## config.mk

```make
export PLATFORM = sky130hd
export DESIGN_NAME = cache_refill_ctrl
export DESIGN_NICKNAME = d
export VERILOG_FILES = /design/src/rtl/cache_refill_ctrl.sv
export SDC_FILE = /design/constraint.sdc
export NUM_CORES = 1
export LEC_CHECK = 0
export CAP_MARGIN = 5
export CORE_AREA = 2 2 206 208
export DETAILED_ROUTE_END_ITERATION = 10
export DIE_AREA = 0 0 208 210
export PLACE_DENSITY_LB_ADDON = 0.1
export RECOVER_POWER = 50
export SETUP_SLACK_MARGIN = 0.1
export SLEW_MARGIN = 15
export SYNTH_ARGS = -nofsm -noshare
export SYNTH_HDL_FRONTEND = slang
export SYNTH_SLANG_ARGS = --single-unit
```

## constraint.sdc

```tcl
create_clock -name clk -period 1.6 [get_ports clk]
set_input_delay 0.16 -clock clk [delete_from_list [all_inputs] [get_ports clk]]
set_output_delay 0.16 -clock clk [all_outputs]
set_load 0.01 [all_outputs]
```

## src/rtl/cache_refill_ctrl.sv

```systemverilog
// -----------------------------------------------------------------------------
// cache_refill_ctrl
//
// Refill sequencer and write-port arbiter for the cache data RAM.
//
// On a line miss it optionally writes back the dirty victim line, fetches the
// new line over the read bus and writes the returned words into the data RAM
// one word per beat.  While no refill is in flight (IDLE) the single RAM write
// port is granted to CPU store hits, combinationally, in the same cycle.
//
// Optional feature (macro REFILL_FWD_EN):
//   defined   : the critical (missing) word is forwarded on fwd_valid/fwd_data
//               in the cycle it returns from the bus.
//   undefined : fwd_valid/fwd_data are tied to 0.
//
// Ports
//   clk, resetn                     clock, asynchronous active-low reset
//   miss_req / miss_ready           line-miss request handshake
//   miss_index/way/offset/tag       set, victim way, missing word, new tag
//   victim_tag, victim_dirty        victim line tag and writeback flag
//   st_valid / st_ready             CPU store-hit handshake
//   st_index/way/offset/data        store target and data
//   ram_we, ram_index/way/offset    data RAM write port / address
//   ram_din                         data RAM write data
//   ram_line                        data RAM line at ram_index/ram_way
//   wr_req / wr_rdy, wr_addr/data   victim writeback handshake, address, line
//   rd_req / rd_rdy, rd_addr        line-read handshake and address
//   rd_ret_valid, rd_ret_data       returned words, offset 0 first
//   refill_done                     one-cycle pulse when the line is complete
//   fwd_valid, fwd_data             critical-word forward
// -----------------------------------------------------------------------------
module cache_refill_ctrl #(
    parameter int LOG_H = 8,
    parameter int LOG_N = 1,
    parameter int LOG_W = 2,
    parameter int TAG_W = 20
) (
    input  logic                        clk,
    input  logic                        resetn,
    input  logic                        miss_req,
    output logic                        miss_ready,
    input  logic [LOG_H-1:0]            miss_index,
    input  logic [LOG_N-1:0]            miss_way,
    input  logic [LOG_W-1:0]            miss_offset,
    input  logic [TAG_W-1:0]            miss_tag,
    input  logic [TAG_W-1:0]            victim_tag,
    input  logic                        victim_dirty,
    input  logic                        st_valid,
    output logic                        st_ready,
    input  logic [LOG_H-1:0]            st_index,
    input  logic [LOG_N-1:0]            st_way,
    input  logic [LOG_W-1:0]            st_offset,
    input  logic [31:0]                 st_data,
    output logic                        ram_we,
    output logic [LOG_H-1:0]            ram_index,
    output logic [LOG_N-1:0]            ram_way,
    output logic [LOG_W-1:0]            ram_offset,
    output logic [31:0]                 ram_din,
    input  logic [(2**LOG_W)*32-1:0]    ram_line,
    output logic                        wr_req,
    input  logic                        wr_rdy,
    output logic [31:0]                 wr_addr,
    output logic [(2**LOG_W)*32-1:0]    wr_data,
    output logic                        rd_req,
    input  logic                        rd_rdy,
    output logic [31:0]                 rd_addr,
    input  logic                        rd_ret_valid,
    input  logic [31:0]                 rd_ret_data,
    output logic                        refill_done,
    output logic                        fwd_valid,
    output logic [31:0]                 fwd_data
);

    localparam int W = 2**LOG_W;

    typedef enum logic [2:0] {
        IDLE,
        WB_CAP,
        WB_REQ,
        RD_REQ,
        REFILL,
        DONE
    } state_t;

    state_t              state_q, state_d;
    logic [LOG_H-1:0]    index_q, index_d;
    logic [LOG_N-1:0]    way_q, way_d;
    logic [LOG_W-1:0]    off_q, off_d;
    logic [TAG_W-1:0]    mtag_q, mtag_d;
    logic [TAG_W-1:0]    vtag_q, vtag_d;
    logic [W*32-1:0]     wdata_q, wdata_d;
    logic [LOG_W-1:0]    cnt_q, cnt_d;
    logic                wr_req_q, rd_req_q, done_q;

    logic idle;
    logic store_go;
    logic miss_go;
    logic beat;

    // The store grant is gated by resetn so that nothing is granted while the
    // reset is held, even though the state register already reads IDLE.
    assign idle     = resetn && (state_q == IDLE);
    assign store_go = idle && st_valid;
    // A store in the same cycle wins; the miss simply retries next cycle.
    assign miss_go  = idle && miss_req && !st_valid;
    assign beat     = (state_q == REFILL) && rd_ret_valid;

    assign st_ready    = idle;
    assign miss_ready  = miss_go;
    assign wr_req      = wr_req_q;
    assign rd_req      = rd_req_q;
    assign refill_done = done_q;
    assign wr_data     = wdata_q;
    assign wr_addr     = {vtag_q, index_q, {(LOG_W+2){1'b0}}};
    assign rd_addr     = {mtag_q, index_q, {(LOG_W+2){1'b0}}};

    // Data RAM port: store grant in IDLE, latched set/way while capturing the
    // victim or refilling; the write itself happens only on a store or a beat.
    always_comb begin
        ram_we     = store_go || beat;
        ram_index  = '0;
        ram_way    = '0;
        ram_offset = '0;
        ram_din    = '0;
        if (store_go) begin
            ram_index  = st_index;
            ram_way    = st_way;
            ram_offset = st_offset;
            ram_din    = st_data;
        end else if (state_q == WB_CAP || state_q == REFILL) begin
            ram_index = index_q;
            ram_way   = way_q;
            if (beat) begin
                ram_offset = cnt_q;
                ram_din    = rd_ret_data;
            end
        end
    end

    always_comb begin
        state_d = state_q;
        index_d = index_q;
        way_d   = way_q;
        off_d   = off_q;
        mtag_d  = mtag_q;
        vtag_d  = vtag_q;
        wdata_d = wdata_q;
        cnt_d   = cnt_q;
        unique case (state_q)
            IDLE: begin
                if (miss_go) begin
                    index_d = miss_index;
                    way_d   = miss_way;
                    off_d   = miss_offset;
                    mtag_d  = miss_tag;
                    vtag_d  = victim_tag;
                    state_d = victim_dirty ? WB_CAP : RD_REQ;
                end
            end
            WB_CAP: begin
                // ram_line reflects the latched set/way driven this cycle.
                wdata_d = ram_line;
                state_d = WB_REQ;
            end
            WB_REQ: begin
                if (wr_rdy) state_d = RD_REQ;
            end
            RD_REQ: begin
                if (rd_rdy) begin
                    cnt_d   = '0;
                    state_d = REFILL;
                end
            end
            REFILL: begin
                if (rd_ret_valid) begin
                    cnt_d = cnt_q + 1'b1;
                    if (&cnt_q) state_d = DONE;
                end
            end
            DONE: begin
                state_d = IDLE;
            end
            default: begin
                state_d = IDLE;
            end
        endcase
    end

    always_ff @(posedge clk or negedge resetn) begin
        if (!resetn) begin
            state_q  <= IDLE;
            index_q  <= '0;
            way_q    <= '0;
            off_q    <= '0;
            mtag_q   <= '0;
            vtag_q   <= '0;
            wdata_q  <= '0;
            cnt_q    <= '0;
            wr_req_q <= 1'b0;
            rd_req_q <= 1'b0;
            done_q   <= 1'b0;
        end else begin
            state_q  <= state_d;
            index_q  <= index_d;
            way_q    <= way_d;
            off_q    <= off_d;
            mtag_q   <= mtag_d;
            vtag_q   <= vtag_d;
            wdata_q  <= wdata_d;
            cnt_q    <= cnt_d;
            wr_req_q <= (state_d == WB_REQ);
            rd_req_q <= (state_d == RD_REQ);
            done_q   <= (state_d == DONE);
        end
    end

`ifdef REFILL_FWD_EN
    // Forward the critical word in the cycle it arrives.
    assign fwd_valid = beat && (cnt_q == off_q);
    assign fwd_data  = fwd_valid ? rd_ret_data : 32'd0;
`else
    logic unused_off;
    assign unused_off = ^off_q;
    assign fwd_valid  = 1'b0;
    assign fwd_data   = 32'd0;
`endif

endmodule

```

==> flow_metrics.tcl <==
set metrics [dict create \
    status "finished, violations left" \
    violations "setup timing" \
    postSynthRegisterBits 185 \
    ir_drop_v 0.0006338 \
    crit_buf_inv 3 \
    cp.required_ps 1440 \
    ys_seq_area_share_pct 58.09 \
    syn_to_final_growth_pct 90.86 \
    async_flop_share_pct 100.0 \
    p_seq_share_pct 32.1 \
    hold_viol_final 0 \
    io_pins 536 \
    slew_headroom_pct 45.07 \
    critPathMaxStageDelay_ps 420 \
    via_per_inst 3.913 \
    tightest_slew_ps 823.9 \
    avgSynthCellArea_um2 15.32 \
    cts_inserted_buffers 17 \
    io_buffers 492 \
    critPathTopFamily "simple AND/OR/NAND/NOR gates" \
    clk_pin_slew_ps 80 \
    fp.dieW_um 208 \
    clockPowerShare_pct 16.9 \
    grt_antenna_before_repair 6 \
    path_cells "nor4b_4, and2_4, buf_12, buf_16, a22o_1, buf_6" \
    yosys_warnings 0 \
    synth-edff-count 0 \
    slew_violations 0 \
    cp-end-kind "primary output" \
    firstDrtPassIters 4 \
    setup_ws_ps -531.5 \
    fmax_ghz 0.4692 \
    synthDistinctLibCells 29 \
    hold_path.class "in -> reg" \
    p_leak_nw 7.226 \
    drt_iter0_drc 176 \
    p_int_mw 17.47 \
    slowest_stage "dfrtp_1" \
    syn_area_mm2 0.007969 \
    nets 1357 \
    place_congestion 0.7364 \
    dp_hpwl_um 23530 \
    grt_pass1_vias 6867 \
    power.switching_mw 8.327 \
    startpoint_type "flip-flop" \
    setup_violations 225 \
    grt_overflow 0 \
    synthFlopType "dfrtp_1" \
    period_needed_ps 2131 \
    fp-row-count 75 \
    fillCellCount 4153 \
    core_mm2 0.04148 \
    gr-usage-all-layers_pct 14.28 \
    wl_per_cell_um 20.09 \
    rsz0062_at_grt "true" \
    drive_above_1_share_pct 33.24 \
    start_util_pct 19.21 \
    critPathKind "reg -> out" \
    p_sw_share_pct 32.28 \
    detailed_place.area_mm2 0.01355 \
    power_frac_comb_pct 51.0 \
    cts_sinks 185 \
    num_vias 6460 \
    finalCritPeriodShare_pct 133.2 \
    h-tree-depth 4 \
    drc 0 \
    root_buffer "clkbuf_16" \
    drt-total-wl_um 33170 \
    ant_nets 0 \
    die-area_mm2 0.04368 \
    netlist_instances 520 \
    finalClockSkew_ps 10.27 \
    fin_util_pct 36.67 \
    cp_max_fo 11 \
    final_cell_area_mm2 0.01521 \
    grt_pass1_wl_um 45630 \
    grt_max_degree 134 \
    tns_ps -67210 \
    cp_data_arrival_time_ps 1970 \
    pwr_density_cell_mw_per_mm2 1696 \
    worstSkewPairLatency_ps 460 \
    clock_path_buffers 2 \
    cap_violations 0 \
    die_h_um 210 \
    cts_tree "yes" \
]
## flip-flops by register name, indices dropped and copies added (netlist names)
name,count
mtag_q,20
vtag_q,20
state_q,3
refill_done,1
index_q,8
wr_data,128
cnt_q,2
way_q,1
rd_req,1
wr_req,1
## cells in the mapped netlist (all sizes together) (2+ instances only)
cell type | instances | area share [%]
a22o | 43 | 4.7
buf | 76 | 6.8
clkbuf | 4 | 0.19
dfrtp | 185 | 58
inv | 2 | 0.094
mux2 | 177 | 27
nand2 | 6 | 0.28
nand3b | 3 | 0.44
nand4b | 2 | 0.22
nor2 | 4 | 0.19
nor2b | 3 | 0.24
o21ai | 2 | 0.13
## metal layers
metal  vias up  part of all wire (%)  track usage, %
met5         -                 0.039               0
met4         2                   2.8           6.016
met3        36                   8.1           5.989
met2       325                    50           25.01
met1      3168                    39           15.10
li1       2929                     -               -
## power by group through the flow
stage | clock network (mW) | registers [mW] | logic [mW]
2_1_floorplan | 0 | 9.34 | 4.42
3_3_place_gp | 0 | 8.30 | 12.7
3_5_place_dp | 0 | 8.36 | 12.6
4_1_cts | 4.57 | 8.33 | 13.1
5_1_grt | 4.74 | 8.63 | 14.0
6_report | 4.36 | 8.28 | 13.2
## worst paths after layout
check,from,end,slack (ps),depth (start not counted)
min in group asynchronous,resetn,wr_data[48]$_DFFE_PN0P_,500,3
min reg2reg,wr_data[77]$_DFFE_PN0P_,wr_data[77]$_DFFE_PN0P_,510,1
max,state_q[2]$_DFF_PN0_,ram_offset[1],-530,6
min,miss_tag[1],mtag_q[1]$_DFFE_PN0P_,300,2
max in group asynchronous,resetn,wr_data[116]$_DFFE_PN0P_,10,4
max reg2reg,state_q[1]$_DFF_PN0_,wr_data[42]$_DFFE_PN0P_,-340,8
## cell usage in the layout (no fill, tap or decap), drive strengths merged
| master | n |
|---|---|
| clkdlybuf4s25 | 85 |
| nor4b | 1 |
| nand3b | 3 |
| or2 | 1 |
| o21ai | 2 |
| nand2 | 6 |
| buf | 137 |
| bufinv | 2 |
| nand4 | 1 |
| nor2b | 3 |
| a21oi | 1 |
| nand2b | 1 |
| clkdlybuf4s50 | 259 |
| and3 | 1 |
| and2 | 1 |
| dlygate4sd3 | 1 |
| nand4b | 2 |
| clkinvlp | 4 |
| ha | 1 |
| clkbuf | 74 |
| nor2 | 4 |
| dfrtp | 185 |
| inv | 4 |
| and4bb | 1 |
| conb | 41 |
| xnor2 | 1 |
| o32ai | 1 |
| nand3 | 1 |
| mux2 | 177 |
| dlymetal6s2s | 57 |
| diode | 5 |
| a22o | 43 |
| clkinv | 6 |
## area by class of cell
type	count	area [um^2]	share of cell area, %
Inverter	2	7.507	0.04936
Timing Repair Buffer	595	6156	40.47
Clock inverter	14	147.6	0.9707
Multi-Input combinational cell	293	3143	20.66
Sequential cell	185	4629	30.44
Clock buffer	18	439.2	2.887
Tap cell	539	674.4	4.434
Antenna cell	5	12.51	0.08226
## kinds of logic (layout without fill, tap and decap cells)
group	count (synthesis)	count (layout)	synth area share, %
and+or+nand+nor	26	26	2.277
AOI/OAI and AO/OA	47	47	5.024
muxes	177	177	27.18
xor gates and xnor gates	1	1	0.1099
other	1	46	0.04706
adders and majority gates	1	1	0.1570
DFF	185	185	58.09
buffers and inverters	82	629	7.113
## worst reg2reg max path: cells and delay by family, from the launching register on
kind | cells | cell delay [ps]
buf+inv | 5 | 760
simple gates | 2 | 360
flops | 1 | 420
mux | 1 | 300
## stage by stage
step,setup slack [ps],total power [mW],cells,hold slack [ps]
final,-531.5,25.80,1651,302.6
after global routing,-643.2,27.34,1650,277.2
after CTS,-637.7,25.98,1615,195.7
after detailed placement,-479.5,21.00,1540,139.3
after global placement,-494.7,20.98,1540,143.9
after floorplan,-61.33,13.76,560,-135.6
## timing repair
item,in CTS,in global routing
endpoints found under the setup margin,413,413
resized for setup,223,282
pin swaps,4,6
setup buffers,30,28
cloned,12,11
hold endpoints to repair,1,0
hold buffers,1,0
Note: power is estimated with default switching activity, not from simulation.
